--- src/rtl/adder_arbiter.sv ---
// -----------------------------------------------------------------------------
// adder_arbiter
//
// Purpose:
//    Shares a single n-bit adder between NREQ requesters. Each requester offers
//    an operand pair over a valid/ready handshake. A round-robin arbiter picks
//    one requester per cycle. The winner's sum, carry and ID are written into a
//    one-entry result register. That register drains through a valid/ready
//    result channel.
//
// Ports:
//    clk        clock, all state changes on the rising edge
//    rst        synchronous active-high reset
//    req_valid  [NREQ]     per-requester operand-valid
//    req_ready  [NREQ]     per-requester operand-taken (one-hot or zero)
//    req_a      [NREQ*n]   packed operand A, requester i at [i*n +: n]
//    req_b      [NREQ*n]   packed operand B, same packing
//    res_valid             result register holds an unconsumed result
//    res_ready             consumer takes the result this cycle
//    res_data   [n]        (a+b) mod 2^n of the granted pair
//    res_cout              carry out of the n-bit add
//    res_id     [IDW]      index of the requester that produced res_data
// -----------------------------------------------------------------------------
`ifndef WORDSIZE
`define WORDSIZE 32
`endif

module adder_arbiter #(
   parameter int n    = `WORDSIZE,
   parameter int NREQ = 4,
   parameter int IDW  = $clog2(NREQ)
) (
   input  logic              clk,
   input  logic              rst,
   input  logic [NREQ-1:0]   req_valid,
   output logic [NREQ-1:0]   req_ready,
   input  logic [NREQ*n-1:0] req_a,
   input  logic [NREQ*n-1:0] req_b,
   output logic              res_valid,
   input  logic              res_ready,
   output logic [n-1:0]      res_data,
   output logic              res_cout,
   output logic [IDW-1:0]    res_id
);

   typedef enum logic {
      ST_EMPTY = 1'b0,
      ST_FULL  = 1'b1
   } state_t;

   // ---------------------------------------------------------------------------
   // State
   // ---------------------------------------------------------------------------
   state_t         state_q, state_d;
   logic [IDW-1:0] ptr_q, ptr_d;
   logic [n-1:0]   data_q, data_d;
   logic           cout_q, cout_d;
   logic [IDW-1:0] id_q, id_d;

   // ---------------------------------------------------------------------------
   // Operand unpacking
   // ---------------------------------------------------------------------------
   logic [n-1:0] op_a [NREQ];
   logic [n-1:0] op_b [NREQ];

   for (genvar gi = 0; gi < NREQ; gi++) begin : g_unpack
      assign op_a[gi] = req_a[gi*n +: n];
      assign op_b[gi] = req_b[gi*n +: n];
   end

   // Index 'base + k' wrapped modulo NREQ. base < NREQ and k < NREQ, so one
   // conditional subtract replaces the modulo. This also works when NREQ is
   // not a power of two.
   function automatic logic [IDW-1:0] rr_index(input logic [IDW-1:0] base, input int k);
      int s;
      s = int'(base) + k;
      if (s >= NREQ) begin
         s = s - NREQ;
      end
      return IDW'(s);
   endfunction

   // ---------------------------------------------------------------------------
   // Round-robin search: the first valid requester at or after ptr_q wins.
   // ---------------------------------------------------------------------------
   logic           win_found;
   logic [IDW-1:0] win_idx;

   always_comb begin
      win_found = 1'b0;
      win_idx   = '0;
      for (int k = 0; k < NREQ; k++) begin
         if (!win_found && req_valid[rr_index(ptr_q, k)]) begin
            win_found = 1'b1;
            win_idx   = rr_index(ptr_q, k);
         end
      end
   end

   // The register can take a new result when it is empty, or when it is
   // emptied in this same cycle. Reset blocks all grants.
   logic can_accept;
   logic accept;

   assign can_accept = !rst && ((state_q == ST_EMPTY) || res_ready);
   assign accept     = win_found && can_accept;

   always_comb begin
      req_ready = '0;
      if (accept) begin
         req_ready[win_idx] = 1'b1;
      end
   end

   // ---------------------------------------------------------------------------
   // Shared adder. It is one bit wider than the operands so that the top bit
   // carries out.
   // ---------------------------------------------------------------------------
   logic [n:0] sum_full;

   assign sum_full = {1'b0, op_a[win_idx]} + {1'b0, op_b[win_idx]};

   // ---------------------------------------------------------------------------
   // Next-state logic
   // ---------------------------------------------------------------------------
   always_comb begin
      state_d = state_q;
      ptr_d   = ptr_q;
      data_d  = data_q;
      cout_d  = cout_q;
      id_d    = id_q;

      unique case (state_q)
         ST_EMPTY: begin
            if (accept) begin
               state_d = ST_FULL;
            end
         end
         ST_FULL: begin
            // An accept while full implies res_ready=1. The old result is
            // consumed and replaced without a bubble.
            if (!accept && res_ready) begin
               state_d = ST_EMPTY;
            end
         end
         default: state_d = ST_EMPTY;
      endcase

      if (accept) begin
         data_d = sum_full[n-1:0];
         cout_d = sum_full[n];
         id_d   = win_idx;
         ptr_d  = (win_idx == IDW'(NREQ - 1)) ? '0 : win_idx + 1'b1;
      end
   end

   always_ff @(posedge clk) begin
      if (rst) begin
         state_q <= ST_EMPTY;
         ptr_q   <= '0;
         data_q  <= '0;
         cout_q  <= 1'b0;
         id_q    <= '0;
      end else begin
         state_q <= state_d;
         ptr_q   <= ptr_d;
         data_q  <= data_d;
         cout_q  <= cout_d;
         id_q    <= id_d;
      end
   end

   assign res_valid = (state_q == ST_FULL);
   assign res_data  = data_q;
   assign res_cout  = cout_q;
   assign res_id    = id_q;

   // ---------------------------------------------------------------------------
   // Protocol properties
   // ---------------------------------------------------------------------------
   a_ready_onehot0 : assert property (@(posedge clk) $onehot0(req_ready));

   a_ready_needs_valid : assert property (@(posedge clk) (req_ready & ~req_valid) == '0);

   a_stall_stable : assert property (@(posedge clk) disable iff (rst)
      (res_valid && !res_ready) |=> ($stable(res_data) && $stable(res_cout) && $stable(res_id)));

   a_stall_no_grant : assert property (@(posedge clk)
      (res_valid && !res_ready) |-> (req_ready == '0));

endmodule

--- config.mk ---
export PLATFORM = sky130hd
export DESIGN_NAME = adder_arbiter
export DESIGN_NICKNAME = d
export VERILOG_FILES = /design/src/rtl/adder_arbiter.sv
export SDC_FILE = /design/constraint.sdc
export NUM_CORES = 1
export LEC_CHECK = 0
export CAP_MARGIN = 20
export CORE_MARGIN = 2
export CORE_UTILIZATION = 40
export CTS_CLUSTER_SIZE = 10
export DETAILED_ROUTE_END_ITERATION = 8
export GPL_TIMING_DRIVEN = 0
export PLACE_DENSITY_LB_ADDON = 0.12
export SYNTH_ARGS = -nofsm -noshare
export SYNTH_HDL_FRONTEND = slang
export SYNTH_SLANG_ARGS = --single-unit
--- constraint.sdc ---
create_clock -name clk -period 4.6 [get_ports clk]
set_input_delay 0.69 -clock clk [delete_from_list [all_inputs] [get_ports clk]]
set_output_delay 0.69 -clock clk [all_outputs]
set_load 0.1 [all_outputs]
# Yosys cells after proc, flatten, opt, wreduce, memory -nomap -nowiden
# Index checks and enable logic that the tools add are counted.
# word_totals
register_bits	38
in_bits	263
out_inout_bits	40
elab_cells	74
# classes
addsub	9
order_cmp	11
n_eq_ne	1
muxes	33
bitwise	2
n_reduce_logical	13
# op_table
cell	n
$bmux 32 s2	2
$mux 32	4
$add 32x32->33	1
$mux 2	9
$lt 2x3->1 const B	5
$ge 3x3->1 const B	4
$mux 1	11
$bmux 1 s2	4
$sub 2x1->2 const B	4
$logic_and 1x1->1	7
$add 2x2->3 const B	2
$logic_not 1->1	5
$mux 4	1
$add 2x1->3 const B	1
$ge 2x3->1 const B	1
$not 2->3	1
$add 2x1->2 const B	1
$demux 1 s2	1
$eq 2x2->1 const B	1
$ge 2x1->1 const B	1
$pmux 1 s2	1
$logic_or 1x1->1	1
$not 1->1	1

# Depth between registers and ports, before layout
# Gate-level depths: netlist of run 1.
# logic_depth
ltp_word	19
mapped_depth	18

# Worst setup path before layout of run 1
# No wires, ideal clock.
# synth_timing
kind	input -> register
from	input req_valid[0]
to	register data_q[26], in the netlist res_data[26]
setup_time_ps	73
arrival_ps	3753
t_required_ps	4527
path_slack_ps	774
cell_stages	18
path_buffers	2
cell_sequence	a21oi_1 -> o21a_1 -> o22ai_2 -> inv_2 -> buf_2 -> buf_1 -> nand2_1 -> and3_1 -> a31oi_1 -> ha_1 -> fa_1 -> a211oi_2 -> nor2_1 -> a21oi_2 -> a21boi_2 -> a21o_1 -> a2111o_1 -> o211ai_2
# synth_between
elab_chain_len	17
word_cells_on_any_way	31
classes_between	1 x add/sub; 22 x mux; 1 x bitwise; 7 x reduce/logical
# synth_rtl
item	line_no	source
start, declared	35	input logic [NREQ-1:0] req_valid,
$bmux 1 s2	93	if (!win_found && req_valid[rr_index(ptr_q, k)]) begin
$mux 1 (implied by the code)	93	
$mux 1	93	
$logic_not 1->1	93	
$logic_and 1x1->1	93	
$mux 1	93	
$logic_not 1->1	93	
$logic_and 1x1->1	93	
$mux 1	93	
$logic_not 1->1	93	
$logic_and 1x1->1	93	
$mux 2	93	
$not 2->3 (implied by the code)	121	assign sum_full = {1'b0, op_a[win_idx]} + {1'b0, op_b[win_idx]};
$bmux 32 s2	121	
$mux 32 (implied by the code) (2 in a row)	121	
$add 32x32->33	121	
end signal, assigned	167	data_q <= data_d;
end, declared	56	logic [n-1:0] data_q, data_d;
# Parallel ways exist; a longest one is shown, timed or not. The select of a mux whose other input is x is not followed.
# A chain may end at the register's enable or synchronous reset.

# Worst setup path in the final report of run 1
# Same ends and word-level chain as after synthesis.

==> results by group, run 1 <==
Status
  – Status: finished clean

Floorplan
  – Chip width: 119 um
  – Die area: 14200 um2
  – Initial Util: 0.404
  – Die height: 119 um
  – Num rows: 42
  – # IOs: 303
  – Core area: 13100 um2

Yosys
  – Post-synth EDFFs: 0
  – Synth cell types: 61
  – Ys flop type: dfxtp_1
  – Sequential share of the synthesized area: 0.144
  – Top-area cell type share of the netlist area: 0.222
  – Async SR Flop Fraction: 0
  – Largest cells by area after synthesis: nand2_1 22%, dfxtp_1 14%, ha_1 8.5%
  – Synthesized cell area: 5290 um2
  – Mean Syn Cell Area: 6.11 um2
  – Synthesized flop and latch total: 38
  – Synth Net Count: 1166
  – Yosys top cell by area: nand2_1
  – Cell with the most instances after synthesis: nand2_1
  – Synth Warn #: 0
  – Most common library cells after synthesis: 313 x nand2_1, 69 x and3_1, 67 x a31oi_1
  – Cells after Synth: 866

Clock network
  – Clock sinks: 38
  – Htree depth: 2
  – CTS tree: done
  – Worst-path clk slew: 60 ps
  – Bufs on Longest Clock Path: 2
  – Clk_lat worst skew: 280 ps
  – CTS root buf: clkbuf_16
  – CTS buffer count: 5
  – CTS Hold Buffers Added: 0

Placement
  – Cell Area, Placed: 8520 um2
  – Hpwl dp: 16800 um
  – IO buf count: 301
  – DP Worst Slack: -683 ps
  – GPL Wtd Cong: 0.927

Min path
  – HP Class: reg -> reg
  – Hold_sp: res_data[14]$_SDFFE_PP0P_

Critical path
  – Cell chain of the critical path: clkdlybuf4s50_1, a21oi_1, o21a_1, o22ai_4, clkbuf_4, buf_2, nand2_1, and3_1, a31oi_1, ha_1, buf_2, nand4_1, o211ai_1, nor2_1, a21boi_2, a21o_1, a2111o_1, o211ai_2
  – Delay of the slowest critical-path stage: 530 ps
  – Crit path launch type: input pin
  – Slowest-stage cell, CP: clkdlybuf4s50_1
  – Buf/Inv on CP: 4
  – Max FO, Critical Path: 10
  – Crit Path Category: in -> reg
  – Critical path startpoint: req_valid[0]
  – Worst EP required: 4770 ps
  – Cell mode on critical path: buf_2
  – Type of destination of the critical path: register
  – Arr. time, crit path: 4640 ps
  – R2r startpoint: ptr_q[1]$_SDFFE_PP0P_
  – Family with the most delay on the worst path: compound AO/OA/AOI/OAI gates

Detailed routing
  – Vias: 7243
  – Drt wl/cell: 15.2 um
  – DR iter-0 viols: 314
  – Post-Route WL: 20500 um
  – Pre-antenna DRT Iters: 5
  – Final ANT Viol Nets: 0
  – Drc violations: 0
  – DR vias/cell: 5.36

Power and ir drop
  – Peak VDD IR: 0.000235 V
  – Total power: 4.47 mW
  – Lkg Pwr: 3.77 nW
  – Power Density: 512 nW/um2

Final layout
  – Final Instance Area: 8740 um2
  – Layout Area Growth over Synthesis: 65.2%
  – Storage element area: 761 um2
  – Multi-input logic area: 4270 um2
  – Final #Nets: 1476
  – # diodes: 0
  – Filler instances: 1240
  – Share of layout cells above drive strength 1: 0.0510

STA
  – Final worst hold slack: 453 ps
  – Slew HR: 0.299
  – Minimum clock period: 4460 ps
  – Worst-Margin Slew: 1050 ps
  – Final Hold Fails: 0
  – Max Freq: 224 MHz
  – Clk_skew: 4.49 ps
  – Final setup violation count: 0
  – Slew Limit Fails: 0
  – Final TNS setup: 0 ps
  – Tcrit/Tclk final: 0.970
  – RSZ-0062 raised after global routing: true
  – Worst setup margin: 136 ps

Global routing
  – Initial antenna violation count: 0
  – GRT Residual Overflow: 0
  – GRT Total Usage: 0.279
  – Number of global-route vias before repair: 6922
  – First-pass GRT wire length: 32700 um
  – Largest net degree at the start of global routing: 14

Run
  – Maxcap violations: 0
[cell families (layout without fill, tap and decap cells)]
| group | count (synthesis) | count (layout) | share of synthesized area |
|---|---|---|---|
| simple gates | 494 | 494 | 0.418 |
| compound gates | 205 | 205 | 0.259 |
| buf+inv | 72 | 382 | 0.0558 |
| flops | 38 | 38 | 0.144 |
| fa+ha+maj | 37 | 37 | 0.0889 |
| xor+xnor | 15 | 15 | 0.0248 |
| mux | 5 | 5 | 0.00946 |
[per-layer routing]
layer / GRT usage / vias up / share of wire / wire [um]
met5: 0 / - / 0 / 0
met4: 0.0781 / 0 / 0.026 / 528
met3: 0.0551 / 40 / 0.075 / 1540
met2: 0.495 / 290 / 0.47 / 9720
met1: 0.343 / 3216 / 0.43 / 8720
li1: - / 3697 / - / -
[sequential cells by signal (all words and copies together) (netlist names)]
name / flops
res_valid: 1
res_id: 2
ptr_q: 2
res_cout: 1
res_data: 32
[path summary, 6_finish.rpt]
check / endpoint / cells past startpoint / slack [ps]
worst max-delay path: res_data[26]$_SDFFE_PP0P_ / 18 / 140
worst min-delay path: res_data[14]$_SDFFE_PP0P_ / 2 / 450
worst max register to register: res_data[26]$_SDFFE_PP0P_ / 16 / 510
worst min register to register: res_data[14]$_SDFFE_PP0P_ / 2 / 450
[placed cells by master, fill, tap and decap left out, types with 23 or more instances in the layout]
cell,count
a21oi_1,47
clkdlybuf4s50_1,297
and3_1,69
dfxtp_1,38
nand3_1,23
ha_1,36
clkbuf_1,31
nor2_1,32
nand2_1,313
a31oi_1,66
[power breakdown]
group	total, mW	leakage (nW)	switching (mW)	internal, mW
Combinational	3.59	3.38	2.36	1.24
Sequential	0.546	0.315	0.0774	0.468
Clock	0.335	0.0694	0.139	0.196
[area by class of cell]
class,count,share of cell area
inverters,10,0.00458
clock buffers,5,0.0143
well taps,176,0.0252
flip-flops and latches,38,0.0870
clock inverters,2,0.00115
repair buffers,304,0.347
plain buffers,61,0.0321
multi-input cells,756,0.488
[tightest hold or removal path: stages, from the launching register on]
cell and delay, ps:
dfxtp_1 310, nand2_1 50, a21oi_1 50
[stage by stage]
| step | utilization | cells |
|---|---|---|
| 2_1_floorplan | - | 866 |
| 3_3_place_gp | 0.651 | 1343 |
| 3_5_place_dp | 0.651 | 1343 |
| 4_1_cts | 0.662 | 1349 |
| 5_1_grt | 0.668 | 1352 |
| 6_report | 0.668 | 1352 |
[what timing repair did]
action	4_1_cts	5_1_grt
buffers inserted	0	3
pin swaps	1	3
resized for setup	8	33
endpoints found under the hold margin	0	0
endpoints found under the setup margin	18	17
Power figures use the tool's default switching activity.
==> run 2, diff against run 1 <==
--- a/config.mk
+++ b/config.mk
@@ -6,8 +6,10 @@
 export NUM_CORES = 1
 export LEC_CHECK = 0
 export CAP_MARGIN = 20
+export CELL_PAD_IN_SITES_DETAIL_PLACEMENT = 0
+export CELL_PAD_IN_SITES_GLOBAL_PLACEMENT = 1
 export CORE_MARGIN = 2
-export CORE_UTILIZATION = 40
+export CORE_UTILIZATION = 25
 export CTS_CLUSTER_SIZE = 10
 export DETAILED_ROUTE_END_ITERATION = 8
 export GPL_TIMING_DRIVEN = 0
@@ -15,3 +17,4 @@
 export SYNTH_ARGS = -nofsm -noshare
 export SYNTH_HDL_FRONTEND = slang
 export SYNTH_SLANG_ARGS = --single-unit
+export TNS_END_PERCENT = 1
==> results by group, run 2 (synthesis gave the netlist of run 1 again) <==
Clock network
  – CTS tree: done
  – CTS root buf: clkbuf_16
  – Worst-path clk slew: 60 ps
  – CTS Hold Buffers Added: 0
  – Htree depth: 2
  – Clock sinks: 38
  – Bufs on Longest Clock Path: 2
  – CTS buffer count: 5
  – Clk_lat worst skew: 290 ps

STA
  – Tcrit/Tclk final: 0.967
  – Minimum clock period: 4450 ps
  – Final Hold Fails: 0
  – Final worst hold slack: 448 ps
  – Slew HR: 0.296
  – Final setup violation count: 0
  – Clk_skew: 2.75 ps
  – Max Freq: 225 MHz
  – Slew Limit Fails: 0
  – Worst-Margin Slew: 1050 ps
  – RSZ-0062 raised after global routing: true

Critical path
  – Arr. time, crit path: 3760 ps
  – R2r startpoint: ptr_q[1]$_SDFFE_PP0P_
  – Crit path launch type: input pin
  – Crit Path Category: in -> out
  – Critical path startpoint: req_valid[0]
  – R2R depth: 15
  – Max FO, Critical Path: 10
  – Type of destination of the critical path: primary output
  – Worst EP required: 3910 ps

Floorplan
  – Initial Util: 0.253
  – # IOs: 303
  – Core area: 20900 um2
  – Die area: 22300 um2
  – Die height: 149 um
  – Chip width: 149 um
  – Num rows: 53

Global routing
  – Number of global-route vias before repair: 6983
  – GRT met3 Usage: 0.0466
  – GRT Residual Overflow: 0
  – Met1 Use GR: 0.274
  – Largest net degree at the start of global routing: 13
  – Busiest grt layer: met2
  – GRT Total Usage: 0.212
  – First-pass GRT wire length: 37800 um
  – Initial antenna violation count: 0
  – Met2 GRT Util: 0.365

Power and ir drop
  – Peak VDD IR: 0.000213 V
  – Lkg Pwr: 3.76 nW
  – Total power: 4.60 mW
  – Power Density: 518 nW/um2

Min path
  – HP Class: reg -> reg
  – Worst Hold Depth: 2
  – Hold_sp: res_data[15]$_SDFFE_PP0P_

Final layout
  – Layout Area Growth over Synthesis: 67.8%
  – # diodes: 0
  – Most frequent cells in the layout: 313 x nand2_1, 298 x clkdlybuf4s50_1, 69 x and3_1
  – Storage element area: 761 um2
  – Final #Nets: 1477
  – Multi-input logic area: 4260 um2
  – Filler instances: 2315
  – Commonest non-fill, non-tap cell in the layout: nand2_1
  – Max reg flops: 32
  – Share of layout cells above drive strength 1: 0.0526

Status
  – Status: finished clean

Detailed routing
  – Post-Route WL: 24400 um
  – Final ANT Viol Nets: 0
  – Drc violations: 0
  – DR iter-0 viols: 442
  – Pre-antenna DRT Iters: 5
  – DR vias/cell: 4.99
  – Drt wl/cell: 16.8 um
  – Vias: 7255

Placement
  – Hpwl dp: 19800 um
  – IO buf count: 301
  – GPL Wtd Cong: 0.903

Run
  – Maxcap violations: 0
run 2: cell count changes in the layout (fill, tap and decap cells not counted), sizes merged:
cell / delta
clkbuf: -1
buf: +3
clkinvlp: +1
clkdlybuf4s50: +1
clkinv: -1
dlymetal6s2s: -1
run 2: worst paths after layout:
| check | endpoint | slack [ps] |
|---|---|---|
| worst max register to register | res_data[26]$_SDFFE_PP0P_ | 580 |
| worst max-delay path | req_ready[2] | 150 |
| worst min-delay path | res_data[15]$_SDFFE_PP0P_ | 450 |
| worst min register to register | res_data[15]$_SDFFE_PP0P_ | 450 |
run 2: per-layer routing:
metal	part of all wire	wire length, um	vias up
met5	0	0	-
met4	0.013	325	0
met3	0.076	1850	22
met2	0.47	11500	246
met1	0.44	10700	3297
li1	-	-	3690
run 2: through the flow:
step	utilization	setup TNS [ps]	std cells	cell area, um2	setup slack [ps]
after global routing	0.425	-435	1453	8870	-110
after CTS	0.423	-1.15	1451	8840	-1.15
after floorplan	-	0	866	5290	774
after detailed placement	0.414	-18910	1442	8650	-998
final	0.425	0	1453	8870	150
after global placement	0.414	-19900	1442	8650	-1050
run 2: cell type report:
| type | instances | area share |
|---|---|---|
| Buffer | 62 | 0.0328 |
| Inverter | 10 | 0.00423 |
| Tap cell | 275 | 0.0388 |
| Clock buffer | 6 | 0.0156 |
| Multi-Input combinational cell | 756 | 0.480 |
| Timing Repair Buffer | 304 | 0.342 |
| Clock inverter | 2 | 0.00141 |
| Sequential cell | 38 | 0.0857 |
run 2: power breakdown:
group          internal (mW)  leakage [nW]  switching [mW]
sequential             0.468         0.315          0.0769
combinational           1.25          3.37            2.44
clock                  0.215        0.0729           0.151
total                   1.93          3.76            2.66
run 2: critical path, stage by stage:
cell             delay (ps)
clkdlybuf4s50_1         480
nor4_1                  670
nor2b_1                 100
clkbuf_1                210
clkbuf_1                330
and3_1                  290
clkdlybuf4s50_1         970
run 2: repair_timing:
action                     in CTS  in global routing
setup endpoints to repair      28                 23
gates resized for setup        18                 14
cloned                          0                  0
setup buffers                   1                  2
pin swaps                       3                  3
